==> src/rtl/p_mul.sv <==
// Packed unsigned shift-and-add multiplier: 1x32, 2x16, 4x8, 8x4 or 16x2-bit lanes,
// one operation in flight, full 2W-bit lane products returned as packed low/high words.
module p_mul (
  input  logic        g_clk,
  input  logic        g_reset,
  input  logic        valid,
  input  logic [31:0] lhs,
  input  logic [31:0] rhs,
  input  logic [4:0]  pw,
  output logic        ready,
  output logic [31:0] result_lo,
  output logic [31:0] result_hi
);

  typedef enum logic [1:0] {IDLE, BUSY, DONE} state_t;

  state_t      state_q, state_d;
  logic [31:0] a_q, a_d, b_q, b_d;
  logic [31:0] phi_q, phi_d, plo_q, plo_d;
  logic [4:0]  wm1_q, wm1_d;
  logic [4:0]  cnt_q, cnt_d;
  logic [4:0]  wm1_dec;

  logic [31:0] addend, sum, cout;
  logic [31:0] phi_step, plo_step, a_step;

  // Lane width minus one; doubles as a lane-offset mask and the initial counter value.
  always_comb begin
    if      (pw[0]) wm1_dec = 5'd31;
    else if (pw[1]) wm1_dec = 5'd15;
    else if (pw[2]) wm1_dec = 5'd7;
    else if (pw[3]) wm1_dec = 5'd3;
    else if (pw[4]) wm1_dec = 5'd1;
    else            wm1_dec = 5'd31;
  end

  // Lane-masked ripple adder: the carry is killed at every lane start.
  always_comb begin : lane_adder
    logic       c;
    logic [4:0] idx;
    c      = 1'b0;
    idx    = '0;
    addend = '0;
    sum    = '0;
    cout   = '0;
    for (int unsigned i = 0; i < 32; i++) begin
      idx = 5'(i);
      if ((idx & wm1_q) == 5'd0) c = 1'b0;
      addend[idx] = b_q[idx] & a_q[idx & ~wm1_q];
      sum[idx]    = phi_q[idx] ^ addend[idx] ^ c;
      c           = (phi_q[idx] & addend[idx]) | (c & (phi_q[idx] ^ addend[idx]));
      cout[idx]   = c;
    end
  end

  // Lane-local right shift of {carry, sum, P_lo} and of A.
  always_comb begin : lane_shift
    logic [4:0] idx;
    idx      = '0;
    phi_step = '0;
    plo_step = '0;
    a_step   = '0;
    for (int unsigned i = 0; i < 32; i++) begin
      idx = 5'(i);
      if ((idx & wm1_q) == wm1_q) begin
        phi_step[idx] = cout[idx];
        plo_step[idx] = sum[idx & ~wm1_q];
        a_step[idx]   = 1'b0;
      end else begin
        phi_step[idx] = sum[idx + 5'd1];
        plo_step[idx] = plo_q[idx + 5'd1];
        a_step[idx]   = a_q[idx + 5'd1];
      end
    end
  end

  always_comb begin
    state_d = state_q;
    a_d     = a_q;
    b_d     = b_q;
    phi_d   = phi_q;
    plo_d   = plo_q;
    wm1_d   = wm1_q;
    cnt_d   = cnt_q;
    unique case (state_q)
      IDLE: begin
        if (valid) begin
          a_d     = lhs;
          b_d     = rhs;
          wm1_d   = wm1_dec;
          cnt_d   = wm1_dec;
          phi_d   = '0;
          plo_d   = '0;
          state_d = BUSY;
        end
      end
      BUSY: begin
        a_d   = a_step;
        phi_d = phi_step;
        plo_d = plo_step;
        cnt_d = cnt_q - 5'd1;
        if (cnt_q == 5'd0) state_d = DONE;
      end
      DONE:    state_d = IDLE;
      default: state_d = IDLE;
    endcase
  end

  always_ff @(posedge g_clk) begin
    if (g_reset) begin
      state_q <= IDLE;
      a_q     <= '0;
      b_q     <= '0;
      phi_q   <= '0;
      plo_q   <= '0;
      wm1_q   <= '0;
      cnt_q   <= '0;
    end else begin
      state_q <= state_d;
      a_q     <= a_d;
      b_q     <= b_d;
      phi_q   <= phi_d;
      plo_q   <= plo_d;
      wm1_q   <= wm1_d;
      cnt_q   <= cnt_d;
    end
  end

  assign ready     = (state_q == DONE);
  assign result_lo = plo_q;
  assign result_hi = phi_q;

endmodule

==> config.mk <==
export PLATFORM = sky130hd
export DESIGN_NAME = p_mul
export DESIGN_NICKNAME = d
export VERILOG_FILES = /design/src/rtl/p_mul.sv
export SDC_FILE = /design/constraint.sdc
export NUM_CORES = 1
export LEC_CHECK = 0
export CAP_MARGIN = 5
export CORE_UTILIZATION = 40
export CTS_CLUSTER_DIAMETER = 50
export DETAILED_ROUTE_END_ITERATION = 10
export PLACE_DENSITY = 0.63
export SYNTH_ARGS = -nofsm -noshare
export SYNTH_HDL_FRONTEND = slang
export SYNTH_SLANG_ARGS = --single-unit
==> constraint.sdc <==
create_clock -name g_clk -period 21.3 [get_ports g_clk]
set_input_delay 2.13 -clock g_clk [delete_from_list [all_inputs] [get_ports g_clk]]
set_output_delay 2.13 -clock g_clk [all_outputs]
set_load 0.02 [all_outputs]
# --- After elaboration in Yosys (flattened, before gate mapping) ---
# Cells that the tools add are included.
word_totals:
  regBits: 140
  input_bits: 72
  out_inout_bits: 65
  wordCells: 558
op_classes:
  n_addsub: 1
  order_cmp: 31
  eq_ne: 4
  muxes: 263
  bitwise: 190
  reduce_logical: 62
ops:
  columns: ["op", "count"]
  rows:
  - ["$mux 1", 196]
  - ["$pmux 32 s2", 3]
  - ["$logic_not 5->1", 32]
  - ["$lt 5x6->1 const B", 16]
  - ["$and 1x1->1", 95]
  - ["$mux 32", 2]
  - ["$xor 1x1->1", 63]
  - ["$bmux 1 s3", 20]
  - ["$lt 4x6->1 const B", 8]
  - ["$bmux 1 s2", 20]
  - ["$bmux 1 s4", 10]
  - ["$or 1x1->1", 31]
  - ["$logic_not 3->1", 10]
  - ["$mux 5", 6]
  - ["$lt 3x6->1 const B", 4]
  - ["$logic_not 2->1", 11]
  - ["$logic_not 4->1", 5]
  - ["$lt 2x6->1 const B", 2]
  - ["$bmux 1 s5", 2]
  - ["$pmux 5 s2", 1]
  - ["$lt 1x6->1 const B", 1]
  - ["$reduce_and 2->1", 3]
  - ["$not 5->5", 1]
  - ["$sub 5x1->5 const B", 1]
  - ["other kinds (6)", 8]

# --- Depth between registers and ports, before layout ---
# Gate-level depths: netlist of the first run.
depth:
  ltp_word: 99
  ltp_mapped: 73
  depth_no_buf: 69

# --- Least setup slack after synthesis of the first run ---
# No wires, ideal clock.
synth_timing:
  path_kind: "register -> register"
  startpoint: "register wm1_q[0]"
  endpoint: "register plo_q[31], in the netlist result_lo[31]"
  setup_time_ns: 0.079
  t_arrival_ns: 18.149
  t_required_ns: 21.221
  setup_slack_ns: 3.072
  stages_incl_launch_ff: 74
  n_path_buf: 5
  period_less_slack_ns: 18.228
  cell_sequence: "dfxtp_1 > buf_6 > buf_4 > buf_6 > buf_4 > buf_2 > mux2i_1 > nor2b_1 > fa_1 > and2_1 > fa_1 > and2_1 > fa_1 > and2_1 > fa_1 > nor2b_1 > fa_1 > nor2b_1 > (+38 left out) > fa_1 > or2_2 > fa_1 > nand2b_1 > fa_1 > nand2b_1 > fa_1 > nand2b_1 > fa_1 > or2_2 > fa_1 > nand2b_1 > fa_1 > mux4_2 > mux2i_1 > nor2_1 > a2111o_1 > o211ai_1"
synth_between:
  elab_chain_len: 99
  word_cells_on_any_way: 221
  cone_classes: "66 x mux; 139 x bitwise; 16 x reduce/logical"
synth_lines:
  columns: ["item", "line", "rtl"]
  rows:
  - ["start, declared", "20", "logic [4:0] wm1_q, wm1_d;"]
  - ["start signal, assigned", "124", "wm1_q <= wm1_d;"]
  - ["$not 5->5", "49, 67", null]
  - ["$mux 1 (not written as such) (2 in a row)", "49", "addend[idx] = b_q[idx] & a_q[idx & ~wm1_q];"]
  - ["$and 1x1->1", "49", null]
  - ["$xor 1x1->1", "50, 51", null]
  - ["$and 1x1->1", "51", "c = (phi_q[idx] & addend[idx]) | (c & (phi_q[idx] ^ addend[idx]));"]
  - ["$or 1x1->1", "51", null]
  - ["$mux 1", "48", "if ((idx & wm1_q) == 5'd0) c = 1'b0;"]
  - ["$and 1x1->1", "51", null]
  - ["(+82 left out)", null, null]
  - ["$mux 1", "48", null]
  - ["$and 1x1->1", "51", null]
  - ["$or 1x1->1", "51", null]
  - ["$mux 1", "48", null]
  - ["$xor 1x1->1", "50", "sum[idx] = phi_q[idx] ^ addend[idx] ^ c;"]
  - ["$bmux 1 s5 (*)", "67", "plo_step[idx] = sum[idx & ~wm1_q];"]
  - ["$mux 1 (not written as such) (*)", "67", null]
  - ["$pmux 32 s2 (*)", "85", "unique case (state_q)"]
  - ["end signal, assigned", "123", "plo_q <= plo_d;"]
  - ["end, declared", "19", "logic [31:0] phi_q, phi_d, plo_q, plo_d;"]
# Every way passes the cells marked *; elsewhere a longest branch is shown, timed or not. The select of a mux whose other input is x is not followed.
# A chain may end at the register's enable or synchronous reset.

# --- Final worst setup path of the first run ---
# Ends and elaborated chain as after synthesis.

==> impl_metrics.ini, run 1 <==
[outcome]
status = complete, but fails checks
failed_checks = design-rule violations

[floorplanning]
design.portCount = 137
floorplan.die_area_um2 = 23300
rows = 54
initial_core_util_pct = 41.2
fp.dieH_um = 153
floorplan.die.width_um = 153
placeableCoreArea_um2 = 22000

[pwr]
power.sequential.fraction_pct = 38.2
power.leakage_nw = 3.86
power.switching_uw = 284
power_frac_clock_pct = 33.3
switching_share_pct = 35.9
vdd.ir_drop.worst_mv = 0.0473
cellInternalPower_uw = 506
p_per_area_nw_per_um2 = 72.0
pwr-share-comb_pct = 28.5

[finish]
fillerInstances = 2168
diodes = 0
post_route_standard_cell_area_excluding_fillers_um2 = 11000
finalCoreUtilization_pct = 49.8
layout-area-overhead-vs-synth_pct = 20.9
num-nets-final = 1311
ratio_of_cells_with_drive_above_1_in_the_final_layout_pct = 9.45

[grt]
grt_usage_pct = 29.7
grt-ovfl-total = 0
grt_pass1_vias = 8519
pin_count_of_the_biggest_net_entering_global_routing = 99
grt_antenna_before_repair = 0
grt_first_pass_wirelength_mm = 52.0

[placed_design]
dp.final_hpwl_mm = 24.4
placement.io_buffers = 136
place_ws_ns = 2.38
detailed_place.area_um2 = 10500
globalplace.congestion = 0.942

[critical_path]
path_class = reg2reg
critical_path_required_ns = 21.65
critical-path-top-cell-by-count = sky130_fd_sc_hd__fa_1
timing.critical_path.fanout_max = 29
cpPeakStageDelay_ns = 0.79
cp-start-kind = flip-flop
timing.critical_path.arrival_ns = 19.48
critPathCaptureType = flip-flop
cp_slowest_cell = sky130_fd_sc_hd__dfxtp_2

[route]
ant_nets = 0
routed-via-count = 8876
route.detailed.wl_per_inst_um = 22.7
finalWirelength_mm = 34.0
drc_errors = 6
drt-vias-per-instance = 5.93
initialDrtViolationCount = 977
detail_route.first_pass.iterations = 8

[logic_synthesis]
syn-instance-count = 1130
post_synth_design_cell_area_um2 = 9070
yosysSeqAreaShare_pct = 30.9
netlist-cell-type-count = 58
synth.avg_cell_area_um2 = 8.02
async_reset_ff_share_pct = 0
yosys_warnings = 0
synth_seq_cells = 140
ys_dominant_reg_cell = sky130_fd_sc_hd__dfxtp_1
post_synth_net_total = 1236
post_synth_edffs = 0

[worst_hold_path]
worstHoldPathType = reg2reg

[clock_network]
worst_skew_pair.late_latency_ns = 0.43
cts-buffers-inserted = 17
cts.root.buffer_cell = sky130_fd_sc_hd__clkbuf_16
clock_net_sink_count = 140
clk_pin_slew_worst_paths_ns = 0.06
cts_repair_resize_count = 0
clockBufferDepth = 2
post-cts-setup-buffer-count = 0
count_of_hold_fix_buffers_inserted_at_cts = 0
h-tree-depth = 4
cts_tree = yes

[timing]
final.setup.tns_ns = 0
finClkSkew_ns = 0.00874
final_hold_viol_count = 0
final_period_utilization_pct = 89.8
slew_headroom_pct = 26.6
report.final.slew_viol_count = 0
setup_violations = 0
worstMarginPinSlew_ns = 1.10
post_route_worst_setup_slack_ns = 2.17
max_clock_freq_mhz = 52.3
period_needed_ns = 19.13
rsz_0062_raised_after_global_routing = no

[run]
max-cap-violations = 0
-- critical path, delay by kind of cell (launching register included) --
kind | cells | cell delay, ns
mux | 3 | 0.78
compound gates | 3 | 0.62
flops | 1 | 0.79
fa+ha+maj | 31 | 10.68
simple gates | 31 | 6.16
-- cells in the mapped netlist (all sizes together) (2+ instances only) --
cell       n  share of area [%]
nand2    224                9.3
dfxtp    140                 31
a21oi    117                6.5
nor2      91                3.8
mux2i     73                8.1
clkbuf    55                2.3
o21ai     46                2.5
buf       42                2.8
nand3     41                2.3
inv       33                1.4
fa        31                6.8
mux2      26                3.3
o211ai    18                1.5
mux4      17                4.3
nand2b    16                1.1
nor2b     15                1.0
a311oi    14                1.4
a31oi     14               0.97
or2       14               0.97
and2      13               0.90
a22oi     10               0.83
nor3      10               0.55
a211oi     7               0.63
a32oi      7               0.68
or3        7               0.48
o31ai      6               0.65
o22a       5               0.48
a221oi     4               0.39
o211a      4               0.44
a21o       3               0.25
a22o       3               0.29
ha         3               0.41
nand3b     3               0.25
nor3b      2               0.22
nor4       2               0.14
o2111ai    2               0.19
o22ai      2               0.14
or3b       2               0.19
-- area by class of cell --
class | count | area, um^2 | area share (%)
Clock buffer | 22 | 444 | 4.05
Sequential cell | 140 | 2810 | 25.6
Multi-Input combinational cell | 859 | 5690 | 51.9
Tap cell | 280 | 350 | 3.20
Clock inverter | 9 | 50.0 | 0.457
Timing Repair Buffer | 153 | 1490 | 13.6
Inverter | 34 | 128 | 1.16
-- cells in the final DEF (no fill, tap or decap), types with 16 or more instances in the layout --
master / netlist / layout
sky130_fd_sc_hd__dfxtp_1: 140 / 135
sky130_fd_sc_hd__nand3_1: 41 / 41
sky130_fd_sc_hd__clkbuf_16: 0 / 17
sky130_fd_sc_hd__inv_1: 32 / 32
sky130_fd_sc_hd__a21oi_1: 117 / 117
sky130_fd_sc_hd__nand2_1: 224 / 224
sky130_fd_sc_hd__mux4_2: 16 / 16
sky130_fd_sc_hd__mux2i_1: 73 / 73
sky130_fd_sc_hd__o211ai_1: 18 / 18
sky130_fd_sc_hd__fa_1: 31 / 31
sky130_fd_sc_hd__buf_4: 6 / 18
sky130_fd_sc_hd__mux2_2: 24 / 24
sky130_fd_sc_hd__nor2_1: 89 / 88
sky130_fd_sc_hd__clkdlybuf4s50_1: 0 / 135
sky130_fd_sc_hd__o21ai_0: 40 / 40
-- sequential cells by signal, summed over array words and instances (netlist names) --
signal / flops
wm1_q: 5
state_q: 2
result_lo: 32
b_q: 32
cnt_q: 5
result_hi: 32
a_q: 32
-- path summary, 6_finish.rpt --
kind,slack (ns),from,depth (start not counted),end
hold reg to reg,0.45,b_q[2],2,b_q[2]
setup / recovery,2.17,wm1_q[0],68,result_lo[31]
hold / removal,0.45,b_q[2],2,b_q[2]
setup reg to reg,2.17,wm1_q[0],68,result_lo[31]
-- per-layer routing --
metal  vias up  share of wire (%)  track usage [%]
met2       461                 45             46.7
met1      4256                 42             39.4
met4         0                3.5             12.8
met5         -                  0                0
li1       4090                  -                -
met3        69                8.8             6.17
-- power groups by stage --
| stage | registers [mW] | logic, mW | clock network (mW) |
|---|---|---|---|
| after floorplan | 0.300 | 0.142 | 0 |
| after global placement | 0.307 | 0.220 | 0 |
| after detailed placement | 0.307 | 0.220 | 0 |
| after CTS | 0.301 | 0.221 | 0.264 |
| after global routing | 0.304 | 0.239 | 0.275 |
| final | 0.302 | 0.225 | 0.263 |
-- per-stage QoR --
stage               power, mW  cells  hold WS, ns
floorplan               0.442   1130        0.432
global placement        0.527   1466        0.443
detailed placement      0.527   1466        0.448
CTS                     0.786   1497        0.457
global route            0.818   1497        0.481
finish                  0.790   1497        0.454
-- cells by family after synthesis --
kind of cell | Yosys count | share of synthesized area [%]
AND/OR/NAND/NOR | 442 | 21.4
AO/OA/AOI/OAI | 267 | 18.3
flip-flops | 140 | 30.9
buffers and inverters | 131 | 6.53
multiplexers | 116 | 15.6
adder cells (fa/ha/maj) | 34 | 7.26
No activity file was read; power rests on OpenSTA's default activity.
==> inputs of run 2 (changes only) <==
--- a/config.mk
+++ b/config.mk
@@ -9,7 +9,8 @@
 export CORE_UTILIZATION = 40
 export CTS_CLUSTER_DIAMETER = 50
 export DETAILED_ROUTE_END_ITERATION = 10
-export PLACE_DENSITY = 0.63
+export GPL_ROUTABILITY_DRIVEN = 0
+export PLACE_DENSITY_LB_ADDON = 0.25
 export SYNTH_ARGS = -nofsm -noshare
 export SYNTH_HDL_FRONTEND = slang
 export SYNTH_SLANG_ARGS = --single-unit
==> impl_metrics.ini, run 2 (synthesis results as in run 1) <==
[outcome]
status = complete, but fails checks
failed_checks = design-rule violations

[grt]
grt-ovfl-total = 0
pin_count_of_the_biggest_net_entering_global_routing = 94
grt_pass1_vias = 8651
grt_usage_pct = 29.3
grt_first_pass_wirelength_mm = 51.9
grt_antenna_before_repair = 0

[floorplanning]
design.portCount = 137
fp.dieH_um = 153
floorplan.die.width_um = 153
initial_core_util_pct = 41.2
placeableCoreArea_um2 = 22000
rows = 54
floorplan.die_area_um2 = 23300

[route]
initialDrtViolationCount = 1286
drt-vias-per-instance = 6.00
detail_route.first_pass.iterations = 8
finalWirelength_mm = 33.5
ant_nets = 0
route.detailed.wl_per_inst_um = 22.3
routed-via-count = 9005
drc_errors = 10

[finish]
layout-area-overhead-vs-synth_pct = 23.0
mostFrequentLayoutCells = sky130_fd_sc_hd__nand2_1 (224), sky130_fd_sc_hd__dfxtp_1 (135), sky130_fd_sc_hd__clkdlybuf4s50_1 (135), sky130_fd_sc_hd__a21oi_1 (117), sky130_fd_sc_hd__nor2_1 (88)
most_common_cell_after_layout_fill_and_taps_aside = sky130_fd_sc_hd__nand2_1
diodes = 0
num-nets-final = 1314
ratio_of_cells_with_drive_above_1_in_the_final_layout_pct = 10.2
finalCoreUtilization_pct = 50.6

[pwr]
switching_share_pct = 33.7
cellInternalPower_uw = 576
power_frac_clock_pct = 39.2
pwr-share-comb_pct = 25.5
vdd.ir_drop.worst_mv = 0.0427
p_per_area_nw_per_um2 = 77.8
power.sequential.fraction_pct = 35.3
power.switching_uw = 292
power.leakage_nw = 3.96

[critical_path]
critical_path_required_ns = 21.65
cp_slowest_cell = sky130_fd_sc_hd__dfxtp_2
crit-reg2reg-launch = wm1_q[0]
critical-path-top-cell-by-count = sky130_fd_sc_hd__fa_1
timing.critical_path.arrival_ns = 19.52
path_class = reg2reg
cp-start-kind = flip-flop
critPathCaptureType = flip-flop
worstReg2RegEnd = result_lo[31]
timing.critical_path.fanout_max = 34
timing.reg2reg.worst_path_depth = 68
timing.reg2reg.setup_slack_ns = 2.13
cpPeakStageDelay_ns = 0.82

[timing]
rsz_0062_raised_after_global_routing = no
final.setup.tns_ns = 0
final_period_utilization_pct = 90.0
period_needed_ns = 19.17
worstMarginPinSlew_ns = 1.04
post_route_worst_setup_slack_ns = 2.13
slew_headroom_pct = 30.6
max_clock_freq_mhz = 52.2
final_hold_viol_count = 0
finClkSkew_ns = 0.0108
report.final.slew_viol_count = 0
setup_violations = 0

[placed_design]
placement.io_buffers = 136
place_ws_ns = 2.38
dp.final_hpwl_mm = 24.0

[clock_network]
worst_skew_pair.late_latency_ns = 0.44
clockBufferDepth = 2
cts_repair_resize_count = 0
cts-buffers-inserted = 17
cts.root.buffer_cell = sky130_fd_sc_hd__clkbuf_16
clock_net_sink_count = 140
cts_tree = yes
clk_pin_slew_worst_paths_ns = 0.06
count_of_hold_fix_buffers_inserted_at_cts = 0
h-tree-depth = 4
post-cts-setup-buffer-count = 0

[run]
max-cap-violations = 0

[worst_hold_path]
worst_hold_startpoint = b_q[1]
hold_end = b_q[1]
hold_path_depth = 2
worstHoldPathType = reg2reg
==> run 2: cell types whose count changed in the layout (fill, tap and decap cells not counted), sizes merged <==
| cell | delta |
|---|---|
| inv | +2 |
| clkinv | -2 |
| clkbuf | -3 |
| buf | +3 |
| bufinv | +5 |
| clkinvlp | -1 |
==> run 2: per-layer routing <==
layer	wire length, um	vias to the layer above	part of all wire (%)	track usage [%]
li1	-	4087	-	-
met1	13500	4304	40	37.8
met2	15100	526	45	45.6
met3	3530	88	11	8.65
met4	1380	0	4.1	12.7
met5	0	-	0	0
==> run 2: worst max path at each step <==
stage / from / to / slack [ns]
after detailed placement: wm1_q[0] / result_lo[31] / 2.38
after global placement: wm1_q[0] / result_lo[31] / 2.67
after floorplan: wm1_q[0] / result_lo[31] / 3.07
after global routing: wm1_q[0] / result_lo[31] / 1.16
final: wm1_q[0] / result_lo[31] / 2.13
after CTS: wm1_q[0] / result_lo[31] / 2.27
==> run 2: power groups by stage <==
| stage | Sequential [mW] | Combinational, mW | Clock (mW) |
|---|---|---|---|
| final | 0.307 | 0.221 | 0.340 |
| after global routing | 0.309 | 0.234 | 0.354 |
| after CTS | 0.306 | 0.215 | 0.343 |
| after detailed placement | 0.312 | 0.214 | 0 |
| after global placement | 0.311 | 0.214 | 0 |
| after floorplan | 0.300 | 0.142 | 0 |
==> run 2: area by class of cell <==
class / count / area, um^2
fillers: 2129 / 10900
inverters: 34 / 128
multi-input cells: 859 / 5690
clock inverters: 13 / 211
repair buffers: 156 / 1510
well taps: 280 / 350
clock buffers: 19 / 453
flip-flops and latches: 140 / 2810
==> run 2: worst max-delay path, delay by kind of cell, from the launching register on <==
kind | cells | cell delay (ns)
simple gates | 31 | 6.17
mux | 3 | 0.79
flops | 1 | 0.82
fa+ha+maj | 31 | 10.65
compound gates | 3 | 0.61
==> run 2: stage by stage <==
step | hold slack [ns] | total power [mW] | cells | area (um^2)
finish | 0.460 | 0.868 | 1501 | 11200
global route | 0.476 | 0.897 | 1501 | 11200
CTS | 0.453 | 0.864 | 1501 | 11200
detailed placement | 0.444 | 0.525 | 1469 | 10500
global placement | 0.445 | 0.525 | 1469 | 10500
floorplan | 0.432 | 0.442 | 1130 | 9070
==> inputs of run 3 (changes only) <==
--- a/config.mk
+++ b/config.mk
@@ -11,6 +11,7 @@
 export DETAILED_ROUTE_END_ITERATION = 10
 export GPL_ROUTABILITY_DRIVEN = 0
 export PLACE_DENSITY_LB_ADDON = 0.25
+export RECOVER_POWER = 25
 export SYNTH_ARGS = -nofsm -noshare
 export SYNTH_HDL_FRONTEND = slang
 export SYNTH_SLANG_ARGS = --single-unit
==> impl_metrics.ini, run 3 (synthesis results as in run 1) <==
[floorplanning]
design.portCount = 137
floorplan.die_area_um2 = 23300
floorplan.die.width_um = 153
fp.dieH_um = 153
placeableCoreArea_um2 = 22000
rows = 54
initial_core_util_pct = 41.2

[critical_path]
timing.reg2reg.setup_slack_ns = 2.11
timing.critical_path.arrival_ns = 19.55
critPathCaptureType = flip-flop
critical-path-top-cell-by-count = sky130_fd_sc_hd__fa_1
timing.critical_path.fanout_max = 34
cp-start-kind = flip-flop
worstReg2RegEnd = result_lo[31]
path_class = reg2reg
cp_slowest_cell = sky130_fd_sc_hd__dfxtp_2
crit-reg2reg-launch = wm1_q[0]
cpPeakStageDelay_ns = 0.82
timing.reg2reg.worst_path_depth = 68
critical_path_required_ns = 21.65

[outcome]
status = complete, but fails checks
failed_checks = design-rule violations, max-capacitance violations, max-slew violations

[route]
finalWirelength_mm = 33.5
initialDrtViolationCount = 1186
detail_route.first_pass.iterations = 9
drt-vias-per-instance = 6.01
ant_nets = 0
routed-via-count = 9021
route.detailed.wl_per_inst_um = 22.3
drc_errors = 10

[grt]
grt_usage_pct = 29.3
grt_pass1_vias = 8651
pin_count_of_the_biggest_net_entering_global_routing = 94
grt_first_pass_wirelength_mm = 51.9
grt_antenna_before_repair = 0
grt-ovfl-total = 0

[placed_design]
place_ws_ns = 2.38
placement.io_buffers = 136
detailed_place.area_um2 = 10500
dp.final_hpwl_mm = 24.0

[worst_hold_path]
worstHoldPathType = reg2reg
worst_hold_startpoint = b_q[1]
hold_path_depth = 2
hold_end = b_q[1]

[clock_network]
clock_net_sink_count = 140
post-cts-setup-buffer-count = 0
cts-buffers-inserted = 17
cts_tree = yes
cts_repair_resize_count = 0
clockBufferDepth = 2
count_of_hold_fix_buffers_inserted_at_cts = 0
cts.root.buffer_cell = sky130_fd_sc_hd__clkbuf_16
h-tree-depth = 4
worst_skew_pair.late_latency_ns = 0.44
clk_pin_slew_worst_paths_ns = 0.07

[timing]
slew_headroom_pct = -190
final.setup.tns_ns = 0
post_route_worst_setup_slack_ns = 2.11
setup_violations = 0
finClkSkew_ns = 0.0115
period_needed_ns = 19.19
rsz_0062_raised_after_global_routing = no
max_clock_freq_mhz = 52.1
report.final.slew_viol_count = 164
final_period_utilization_pct = 90.1
final_hold_viol_count = 0
worstMarginPinSlew_ns = 4.35

[run]
max-cap-violations = 2

[finish]
mostFrequentLayoutCells = sky130_fd_sc_hd__nand2_1 (224), sky130_fd_sc_hd__dfxtp_1 (135), sky130_fd_sc_hd__a21oi_1 (117), sky130_fd_sc_hd__clkdlybuf4s50_1 (95), sky130_fd_sc_hd__nor2_1 (88)
layout-area-overhead-vs-synth_pct = 22.7
ratio_of_cells_with_drive_above_1_in_the_final_layout_pct = 9.75
num-nets-final = 1314
most_common_cell_after_layout_fill_and_taps_aside = sky130_fd_sc_hd__nand2_1
diodes = 0
post_route_standard_cell_area_excluding_fillers_um2 = 11100
finalCoreUtilization_pct = 50.5

[pwr]
vdd.ir_drop.worst_mv = 0.0431
report.power.total_uw = 868
p_per_area_nw_per_um2 = 78.0
power.leakage_nw = 4.08
==> run 3: changes by cell type in the layout (fill, tap and decap cells not counted), sizes merged <==
cell,delta
dlygate4sd3,+40
buf,-3
clkbuf,+3
clkdlybuf4s50,-40
==> run 3: report_power, final <==
part	switching, mW	internal [mW]
clock network	0.125	0.215
registers	0.0267	0.280
logic	0.140	0.0809
total	0.292	0.576
==> run 3: routing by layer <==
metal | track usage, % | vias up | wire, um
met5 | 0 | - | 0
met4 | 12.7 | 0 | 1330
met3 | 8.65 | 87 | 3520
met2 | 45.6 | 532 | 15100
met1 | 37.8 | 4310 | 13500
li1 | - | 4092 | -
==> run 3: worst max path at each step <==
stage	from	end	slack, ns
finish	wm1_q[0]	result_lo[31]	2.11
detailed placement	wm1_q[0]	result_lo[31]	2.38
floorplan	wm1_q[0]	result_lo[31]	3.07
global placement	wm1_q[0]	result_lo[31]	2.67
global route	wm1_q[0]	result_lo[31]	1.16
CTS	wm1_q[0]	result_lo[31]	2.27
==> run 3: worst max-delay path: cells and delay by family (launching register included) <==
kind            cells  cell delay (ns)
fa+ha+maj          31            10.67
simple gates       31             6.18
flops               1             0.82
mux                 3             0.80
compound gates      3             0.61
==> run 3: stage by stage <==
stage | cells | hold slack [ns]
final | 1501 | 0.457
after floorplan | 1130 | 0.432
after CTS | 1501 | 0.453
after detailed placement | 1469 | 0.444
after global placement | 1469 | 0.445
after global routing | 1501 | 0.476
==> run 3: final cells by class <==
| cell class | instances | area, um^2 |
|---|---|---|
| clock buffer | 19 | 453 |
| clock inverter | 13 | 211 |
| fill | 2136 | 10900 |
| inverter | 34 | 128 |
| multi-input combinational | 859 | 5680 |
| sequential | 140 | 2810 |
| tap | 280 | 350 |
| timing repair buffer | 156 | 1500 |
